`src/rtl/pcm_pkg.sv`:
```
// Shared constants and sample type for the PCM-to-I2S transmit path.
package pcm_pkg;

    localparam int unsigned PCM_W_DEF = 24;
    localparam int unsigned I2S_SLOTS = 32;
    localparam int unsigned I2S_FRAME = 64;

    typedef logic signed [PCM_W_DEF-1:0] pcm_t;

endpackage

```
`src/rtl/pcm_sync_fifo.sv`:
```
// Single-clock FIFO with occupancy count; a push into a full FIFO is accepted only alongside a pop.
module pcm_sync_fifo
    import pcm_pkg::*;
#(
    parameter int unsigned Width = PCM_W_DEF,
    parameter int unsigned Depth = 8
) (
    input  logic                       clk,
    input  logic                       rst,
    input  logic                       push_i,
    input  logic                       pop_i,
    input  logic [Width-1:0]           wdata_i,
    output logic [Width-1:0]           rdata_o,
    output logic                       full_o,
    output logic                       empty_o,
    output logic [$clog2(Depth):0]     level_o
);

    localparam int unsigned AW = $clog2(Depth);

    logic [Width-1:0] mem_q [Depth];
    logic [AW-1:0]    wr_ptr_q, wr_ptr_d;
    logic [AW-1:0]    rd_ptr_q, rd_ptr_d;
    logic [AW:0]      level_q, level_d;
    logic             wr_en, rd_en;

    assign full_o  = (level_q == (AW + 1)'(Depth));
    assign empty_o = (level_q == '0);
    assign level_o = level_q;
    assign rdata_o = mem_q[rd_ptr_q];

    always_comb begin
        wr_en    = push_i && (!full_o || pop_i);
        rd_en    = pop_i && !empty_o;
        wr_ptr_d = wr_ptr_q + AW'(wr_en);
        rd_ptr_d = rd_ptr_q + AW'(rd_en);
        level_d  = level_q + (AW + 1)'(wr_en) - (AW + 1)'(rd_en);
    end

    always_ff @(posedge clk) begin
        if (wr_en) begin
            mem_q[wr_ptr_q] <= wdata_i;
        end
    end

    always_ff @(posedge clk) begin
        if (rst) begin
            wr_ptr_q <= '0;
            rd_ptr_q <= '0;
            level_q  <= '0;
        end else begin
            wr_ptr_q <= wr_ptr_d;
            rd_ptr_q <= rd_ptr_d;
            level_q  <= level_d;
        end
    end

endmodule

```
`src/rtl/pcm_i2s_tx.sv`:
```
// FIFO-buffered PCM to stereo-duplicated I2S serializer, 64 BCLK per frame, MSB one BCLK after LRCLK.
// Define PCM_I2S_TX_HOLD_EN to repeat the last popped sample on underrun instead of sending silence.
module pcm_i2s_tx
    import pcm_pkg::*;
#(
    parameter int unsigned PCM_W      = PCM_W_DEF,
    parameter int unsigned FIFO_DEPTH = 8,
    parameter int unsigned BCLK_DIV   = 4
) (
    input  logic                            clk,
    input  logic                            rst,
    input  logic signed [PCM_W-1:0]         pcm_in,
    input  logic                            pcm_valid,
    input  logic                            tx_en,
    input  logic                            flag_clr,
    output logic                            i2s_bclk,
    output logic                            i2s_lrclk,
    output logic                            i2s_sdata,
    output logic [$clog2(FIFO_DEPTH):0]     fifo_level,
    output logic                            overflow,
    output logic                            underrun
);

    localparam int unsigned DivW  = (BCLK_DIV > 1) ? $clog2(BCLK_DIV) : 1;
    localparam int unsigned CntW  = $clog2(I2S_FRAME);
    localparam int unsigned SlotW = $clog2(I2S_SLOTS);
    localparam logic [DivW-1:0] DivLast = DivW'(BCLK_DIV - 1);

    logic [DivW-1:0]  div_cnt_q, div_cnt_d;
    logic [CntW-1:0]  bit_cnt_q, bit_cnt_d;
    logic             bclk_q, bclk_d;
    logic             lrclk_q, lrclk_d;
    logic             sdata_q, sdata_d;
    logic [PCM_W-1:0] cur_smp_q, cur_smp_d;
    logic [PCM_W-1:0] sh_q, sh_d;
    logic             ovf_q, ovf_d;
    logic             udr_q, udr_d;

    logic             fall_evt, ovf_evt, udr_evt;
    logic [SlotW-1:0] slot;
    logic             fifo_pop, fifo_full, fifo_empty;
    logic [PCM_W-1:0] fifo_rdata;
    logic [PCM_W-1:0] fallback;

    pcm_sync_fifo #(
        .Width (PCM_W),
        .Depth (FIFO_DEPTH)
    ) u_fifo (
        .clk     (clk),
        .rst     (rst),
        .push_i  (pcm_valid),
        .pop_i   (fifo_pop),
        .wdata_i (pcm_in),
        .rdata_o (fifo_rdata),
        .full_o  (fifo_full),
        .empty_o (fifo_empty),
        .level_o (fifo_level)
    );

`ifdef PCM_I2S_TX_HOLD_EN
    logic [PCM_W-1:0] last_smp_q, last_smp_d;

    assign last_smp_d = fifo_pop ? fifo_rdata : last_smp_q;
    assign fallback   = last_smp_q;

    always_ff @(posedge clk) begin
        if (rst) begin
            last_smp_q <= '0;
        end else begin
            last_smp_q <= last_smp_d;
        end
    end
`else
    assign fallback = '0;
`endif

    always_comb begin
        div_cnt_d = div_cnt_q;
        bit_cnt_d = bit_cnt_q;
        bclk_d    = bclk_q;
        lrclk_d   = lrclk_q;
        sdata_d   = sdata_q;
        cur_smp_d = cur_smp_q;
        sh_d      = sh_q;
        fall_evt  = 1'b0;
        fifo_pop  = 1'b0;
        udr_evt   = 1'b0;
        slot      = '0;

        if (tx_en) begin
            if (div_cnt_q == DivLast) begin
                div_cnt_d = '0;
                bclk_d    = ~bclk_q;
                fall_evt  = bclk_q;
            end else begin
                div_cnt_d = div_cnt_q + 1'b1;
            end

            if (fall_evt) begin
                bit_cnt_d = bit_cnt_q + 1'b1;
                lrclk_d   = bit_cnt_d[CntW-1];
                slot      = bit_cnt_d[SlotW-1:0];
                sdata_d   = 1'b0;
                if (bit_cnt_q == '1) begin
                    // Frame boundary: fetch the next sample for both channels.
                    if (!fifo_empty) begin
                        fifo_pop  = 1'b1;
                        cur_smp_d = fifo_rdata;
                    end else begin
                        udr_evt   = 1'b1;
                        cur_smp_d = fallback;
                    end
                    sh_d = cur_smp_d;
                end else if (slot == '0) begin
                    sh_d = cur_smp_q;
                end else if ({{(32 - SlotW){1'b0}}, slot} <= PCM_W) begin
                    sdata_d = sh_q[PCM_W-1];
                    sh_d    = sh_q << 1;
                end
            end
        end else begin
            div_cnt_d = '0;
            bit_cnt_d = '1;
            bclk_d    = 1'b0;
            lrclk_d   = 1'b0;
            sdata_d   = 1'b0;
        end
    end

    // Sticky flags: a set event in the same cycle beats a clear.
    always_comb begin
        ovf_evt = pcm_valid && fifo_full && !fifo_pop;
        ovf_d   = flag_clr ? 1'b0 : ovf_q;
        udr_d   = flag_clr ? 1'b0 : udr_q;
        if (ovf_evt) begin
            ovf_d = 1'b1;
        end
        if (udr_evt) begin
            udr_d = 1'b1;
        end
    end

    always_ff @(posedge clk) begin
        if (rst) begin
            div_cnt_q <= '0;
            bit_cnt_q <= '1;
            bclk_q    <= 1'b0;
            lrclk_q   <= 1'b0;
            sdata_q   <= 1'b0;
            cur_smp_q <= '0;
            sh_q      <= '0;
            ovf_q     <= 1'b0;
            udr_q     <= 1'b0;
        end else begin
            div_cnt_q <= div_cnt_d;
            bit_cnt_q <= bit_cnt_d;
            bclk_q    <= bclk_d;
            lrclk_q   <= lrclk_d;
            sdata_q   <= sdata_d;
            cur_smp_q <= cur_smp_d;
            sh_q      <= sh_d;
            ovf_q     <= ovf_d;
            udr_q     <= udr_d;
        end
    end

    assign i2s_bclk  = bclk_q;
    assign i2s_lrclk = lrclk_q;
    assign i2s_sdata = sdata_q;
    assign overflow  = ovf_q;
    assign underrun  = udr_q;

endmodule

```
`config.mk`:
```
export PLATFORM = sky130hd
export DESIGN_NAME = pcm_i2s_tx
export DESIGN_NICKNAME = d
export VERILOG_FILES = /design/src/rtl/pcm_pkg.sv /design/src/rtl/pcm_sync_fifo.sv /design/src/rtl/pcm_i2s_tx.sv
export SDC_FILE = /design/constraint.sdc
export NUM_CORES = 1
export LEC_CHECK = 0
export CAP_MARGIN = 20
export CORE_MARGIN = 2
export CORE_UTILIZATION = 55
export CTS_CLUSTER_DIAMETER = 100
export DETAILED_ROUTE_END_ITERATION = 10
export HOLD_SLACK_MARGIN = 0.15
export PLACE_DENSITY = 0.76
export SETUP_SLACK_MARGIN = 0.2
export SLEW_MARGIN = 20
export SYNTH_ARGS = -nofsm -noshare
export SYNTH_HDL_FRONTEND = slang
export SYNTH_HIERARCHICAL = 1
export SYNTH_SLANG_ARGS = --single-unit
```
`constraint.sdc`:
```
create_clock -name clk -period 4.8 [get_ports clk]
set_input_delay 0.96 -clock clk [delete_from_list [all_inputs] [get_ports clk]]
set_output_delay 0.96 -clock clk [all_outputs]
set_load 0.02 [all_outputs]
```
==> Word-level counts from Yosys, hierarchy flattened <==
Memories as Yosys holds them, arrays and structs flattened. A register that Yosys moved wholly into a read port is not among the register bits.
Index checks and enable logic that the tools add are counted.
Widths: inputs -> output; s select.
{ "word_totals": {"register_bits": 71, "ramBits": 192, "inputBits": 29, "out_inout_bits": 9, "elab_cells": 65, "n_memories": 1} }
{ "memory_table": {"columns": ["memory", "words", "width", "rd", "rd_ports_with_merged_regs", "wr", "line_no", "source"], "rows": [
  ["u_fifo.mem_q", 8, 24, 1, 1, 1, "pcm_sync_fifo.sv:21", "logic [Width-1:0] mem_q [Depth];"]
]} }
{ "classes": {"add_sub_neg": 6, "n_lt_le_gt_ge": 1, "n_eq_ne": 3, "n_mux": 23, "n_bitwise": 2, "reduce_logical": 17} }
{ "ops": {"columns": ["operator", "count"], "rows": [
  ["$mux 24", 4],
  ["$mux 1", 18],
  ["$add 3x1->3", 2],
  ["$add 6x1->6 const B", 1],
  ["$eq 6x6->1 const B", 1],
  ["$reduce_and 3->1", 2],
  ["$le 5x5->1 const B", 1],
  ["$logic_not 5->1", 1],
  ["$add 4x1->4", 1],
  ["$eq 4x4->1 const B", 1],
  ["$logic_and 1x1->1", 4],
  ["$logic_not 4->1", 1],
  ["$reduce_bool 2->1", 2],
  ["$sub 4x1->4", 1],
  ["$logic_not 1->1", 3],
  ["$mux 3", 1],
  ["$reduce_bool 3->1", 1],
  ["$reduce_or 3->1", 1],
  ["$add 2x1->2 const B", 1],
  ["$eq 2x2->1 const B", 1],
  ["$not 1->1", 2],
  ["$reduce_or 2->1", 1],
  ["$logic_or 1x1->1", 1]
]} }

==> Longest topological paths before layout <==
{ "logic_depth": {"ltp_word": 9, "mapped_depth": 14, "mapped_depth_nobuf": 11} }

==> Modules after synthesis <==
The synthesis kept the hierarchy.
{ "by_module_without_submodules": {"columns": ["mod", "n_inst", "cells_per_inst", "area_per_inst_um2"], "rows": [
  ["pcm_sync_fifo", 1, 340, 7830.0],
  ["pcm_i2s_tx", 1, 380, 3225.6]
]} }

==> Worst setup path before layout <==
No wires, ideal clock.
{ "synth_timing": {"kind": "input to register", "start": "input port tx_en", "end": "memory u_fifo/mem_q[0][0] (netlist name) (enable)", "setup_ns": 0.466, "t_arrival_ns": 4.251, "setup_slack_ns": 0.083, "path_stages": 7, "path_cell_list": "and3_1 clkbuf_1 nand2_1 buf_2 nor2_1 o21ai_1 nor4_1"} }
{ "synth_between": {"elab_chain_cells": 5} }
{ "synth_rtl": {"columns": ["element", "line_no", "source"], "rows": [
  ["start: declaration", "pcm_i2s_tx.sv:14", "input logic tx_en,"],
  ["$mux 1", "pcm_i2s_tx.sv:90", "if (tx_en) begin"],
  ["named net fifo_pop", "pcm_i2s_tx.sv:41", "logic fifo_pop, fifo_full, fifo_empty;"],
  ["$logic_or 1x1->1", "pcm_sync_fifo.sv:33", "wr_en = push_i && (!full_o || pop_i);"],
  ["$logic_and 1x1->1", "pcm_sync_fifo.sv:33", null],
  ["$mux 1", "pcm_sync_fifo.sv:41", "if (wr_en) begin"],
  ["$mux 1 (not written as such)", "pcm_sync_fifo.sv:42", "mem_q[wr_ptr_q] <= wdata_i;"],
  ["end: declaration", "pcm_sync_fifo.sv:21", null]
]} }
The timed path passes the listed nets, and every way through them passes these cells.

==> Final worst setup path <==
{ "layout_timing": {"start": "register bit_cnt_q[0]", "end": "register u_fifo.level_q[2], in the netlist u_fifo/level_o[2]"} }
{ "layout_between": {"elab_chain_cells": 8, "word_cells_on_any_way": 9, "classes_between": "add/sub: 2; eq/ne: 1; mux: 3; reduce/logical: 3"} }
{ "layout_rtl": {"columns": ["element", "line_no", "source"], "rows": [
  ["start: declaration", "pcm_i2s_tx.sv:30", "logic [CntW-1:0] bit_cnt_q, bit_cnt_d;"],
  ["start signal: assignment", "pcm_i2s_tx.sv:156", "bit_cnt_q <= bit_cnt_d;"],
  ["$eq 6x6->1 *", "pcm_i2s_tx.sv:104", "if (bit_cnt_q == '1) begin"],
  ["$mux 1 *", "pcm_i2s_tx.sv:104", null],
  ["$mux 1 *", "pcm_i2s_tx.sv:99", "if (fall_evt) begin"],
  ["$mux 1 *", "pcm_i2s_tx.sv:90", null],
  ["named net fifo_pop", "pcm_i2s_tx.sv:41", null],
  ["$logic_or 1x1->1", "pcm_sync_fifo.sv:33", null],
  ["$logic_and 1x1->1", "pcm_sync_fifo.sv:33", null],
  ["$add 4x1->4", "pcm_sync_fifo.sv:37", "level_d = level_q + (AW + 1)'(wr_en) - (AW + 1)'(rd_en);"],
  ["$sub 4x1->4 *", "pcm_sync_fifo.sv:37", null],
  ["end signal: assignment", "pcm_sync_fifo.sv:54", "level_q <= level_d;"],
  ["end: declaration", "pcm_sync_fifo.sv:24", "logic [AW:0] level_q, level_d;"]
]} }
The timed path passes the listed nets; every way through them passes the cells marked *.
A chain may end at the register's enable or synchronous reset.

==> impl_metrics.py <==
metrics = {
    "die": {
        "start_util_pct": 56.4,
        "design.core.area_mm2": 0.0196,
        "ios": 38,
        "die_x_um": 146,
        "die_y_um": 146,
        "dieArea_mm2": 0.0213,
        "num_rows": 51,
    },
    "route": {
        "drtAntennaViolNets": 0,
        "vias": 6226,
        "drc": 0,
        "viasPerCell": 5.98,
        "firstDrtPassIters": 5,
        "first_iter_violations": 520,
        "post_drt_wl_per_cell_um": 21.0,
        "wl_um": 21900,
    },
    "run_status": {
        "status": "completed",
    },
    "global_route": {
        "grt_overflow": 0,
        "grt_first_pass_wirelength_um": 35400,
        "antenna_found_initial": 0,
        "grt_use_total_pct": 21.1,
        "grt_pass1_vias": 6618,
        "grt_max_degree": 50,
    },
    "logic_synthesis": {
        "syn-num-nets": 763,
        "synth_area_mm2": 0.0111,
        "seq_area_frac_synth_pct": 65.0,
        "synth-edff-count": 192,
        "synth_ff_type": "edfxtp_1",
        "yosys-top-cells-area": "edfxtp_1, dfxtp_1, mux4_2, nand2_1, o31ai_2",
        "synth_cells": 720,
        "synth_warnings": 6,
        "yosysTopAreaCellShare_pct": 52.2,
        "synth_top_area_cell": "edfxtp_1",
        "yosysMostFrequentCell": "edfxtp_1",
        "yosys_register_bits": 263,
        "synth-async-reset-ratio_pct": 0,
        "ys_types": 52,
        "syn_area_per_cell_um2": 15.4,
        "synthTopCellsByCount": "edfxtp_1, nand2_1, dfxtp_1",
    },
    "layout": {
        "drive_gt1_share_pct": 21.9,
        "area_growth_pct": 12.7,
        "antenna_cells": 0,
        "seq_area_mm2": 0.00719,
        "postLayoutCoreUtil_pct": 63.6,
        "layout.nets": 800,
        "fillers": 1403,
        "multi_input_area_mm2": 0.00358,
    },
    "clock_tree": {
        "cts_sinks": 263,
        "cts_tree": "built",
        "clk_pin_slew_ns": 0.06,
        "worst_skew_pair.late_latency_ns": 0.55,
        "cts_hold_buf": 0,
        "clk_path_buf_depth": 3,
        "postCtsSetupRepairBufs": 0,
        "cts_buffers": 27,
        "cts.htree.levels": 1,
        "cts_root_buf": "clkbuf_16",
        "cts_resized": 0,
    },
    "run": {
        "drv_cap": 0,
    },
    "worst_setup_path": {
        "cp.required_ns": 5.22,
        "cp-start-kind": "flip-flop",
        "critPathCaptureType": "flip-flop",
        "criticalPathCategory": "reg -> reg",
        "crit_fanout": 41,
        "cp.arrival_ns": 3.91,
    },
    "pwr": {
        "p_leak_nw": 4.02,
        "ir_worst_vdd_mv": 0.367,
        "p_per_area_mw_per_mm2": 406,
    },
    "sta": {
        "tightestPinTransition_ns": 1.04,
        "fmax_ghz": 0.287,
        "min_period_ns": 3.49,
        "final-max-slew-violation-count": 0,
        "fin_crit_sh_pct": 72.7,
        "relSlewSlack_pct": 30.4,
        "rsz0062_at_grt": "false",
        "setup_tns_ns": 0,
        "skew_ns": 0.0161,
        "setup_violations": 0,
        "finalHoldViolations": 0,
    },
    "placement": {
        "dp_hpwl_um": 12500,
        "portBuffers": 37,
        "gp_congestion": 0.822,
    },
    "min_path": {
        "hp-class": "reg -> reg",
    },
}
## final timing paths
kind	startpoint	endpoint	slack (ns)	depth (start not counted)
max	bit_cnt_q[0]	u_fifo/level_o[2]	1.31	11
min	div_cnt_q[0]	div_cnt_q[0]	0.43	1
max reg2reg	bit_cnt_q[0]	u_fifo/level_o[2]	1.31	11
min reg2reg	div_cnt_q[0]	div_cnt_q[0]	0.43	1
## stage by stage
| stage | cell area (um^2) | hold slack (ns) | std cells | worst slack, ns | total power [mW] |
|---|---|---|---|---|---|
| after CTS | 12500 | 0.439 | 1041 | 1.34 | 5.11 |
| after global placement | 11600 | 0.414 | 992 | 1.16 | 3.13 |
| after floorplan | 11100 | 0.404 | 720 | 0.697 | 2.96 |
| after global routing | 12500 | 0.459 | 1042 | 1.08 | 5.25 |
| final | 12500 | 0.435 | 1042 | 1.31 | 5.07 |
| after detailed placement | 11600 | 0.431 | 992 | 1.05 | 3.16 |
## cell usage in the layout (no fill, tap or decap), types with 4 or more instances in the layout
cell type	instances
o21ai_0	4
mux2_4	12
ha_1	13
clkbuf_1	10
xor2_1	4
and3_1	5
a21oi_1	33
mux4_2	48
inv_1	8
xnor2_1	6
o31ai_1	23
edfxtp_1	192
clkdlybuf4s50_1	37
nor2b_1	31
nor2_2	4
buf_4	16
mux2_2	12
nor2_1	30
or4_1	19
nand2b_1	8
o31ai_2	19
nor3_2	4
dfxtp_1	69
clkinv_2	7
clkbuf_16	28
nand3_1	16
nand2_1	77
## routing by layer
layer  up-vias  wire (um)  GRT usage [%]
met5         -          0              0
met4         0        570           6.91
met3        43       1260           3.82
met2       196      11300           37.0
met1      3152       8790           26.6
li1       2835          -              -
## critical path, cell delays in order (launching register included)
cell and delay (ns):
dfxtp_1 0.46, ha_1 0.42, and3_4 0.54, nand2_1 0.15
nor2_1 0.19, o21ai_1 0.28, ha_1 0.39, inv_1 0.04
ha_1 0.20, fa_1 0.42, xnor2_1 0.20, nor2_1 0.05
## kinds of logic after synthesis
logic type | share of synthesized area (%)
compound gates | 6.73
xor+xnor | 0.939
fa+ha+maj | 1.65
buf+inv | 3.02
flops | 65.0
mux | 12.6
simple gates | 10.0
## registers in the layout, summed over array words and instances (netlist names)
name             flops
u_fifo/mem_q       192
i2s_lrclk            1
underrun             1
cur_smp_q           24
u_fifo/wr_ptr_q      3
div_cnt_q            2
bit_cnt_q            6
overflow             1
i2s_sdata            1
u_fifo/rd_ptr_q      3
i2s_bclk             1
sh_q                24
u_fifo/level_o       4
## layout make-up
cell class	instances	share of cell area, %
flip-flops and latches	263	57.7
multi-input cells	403	28.7
clock buffers	40	6.14
repair buffers	54	4.03
well taps	265	2.66
clock inverters	9	0.472
inverters	8	0.241
## report_power, final
part	switching [mW]	total, mW	internal, mW
sequential	0.0364	2.58	2.54
combinational	0.319	0.537	0.218
clock	0.843	1.95	1.11
total	1.20	5.07	3.87
(Power assumes the default switching activity.)
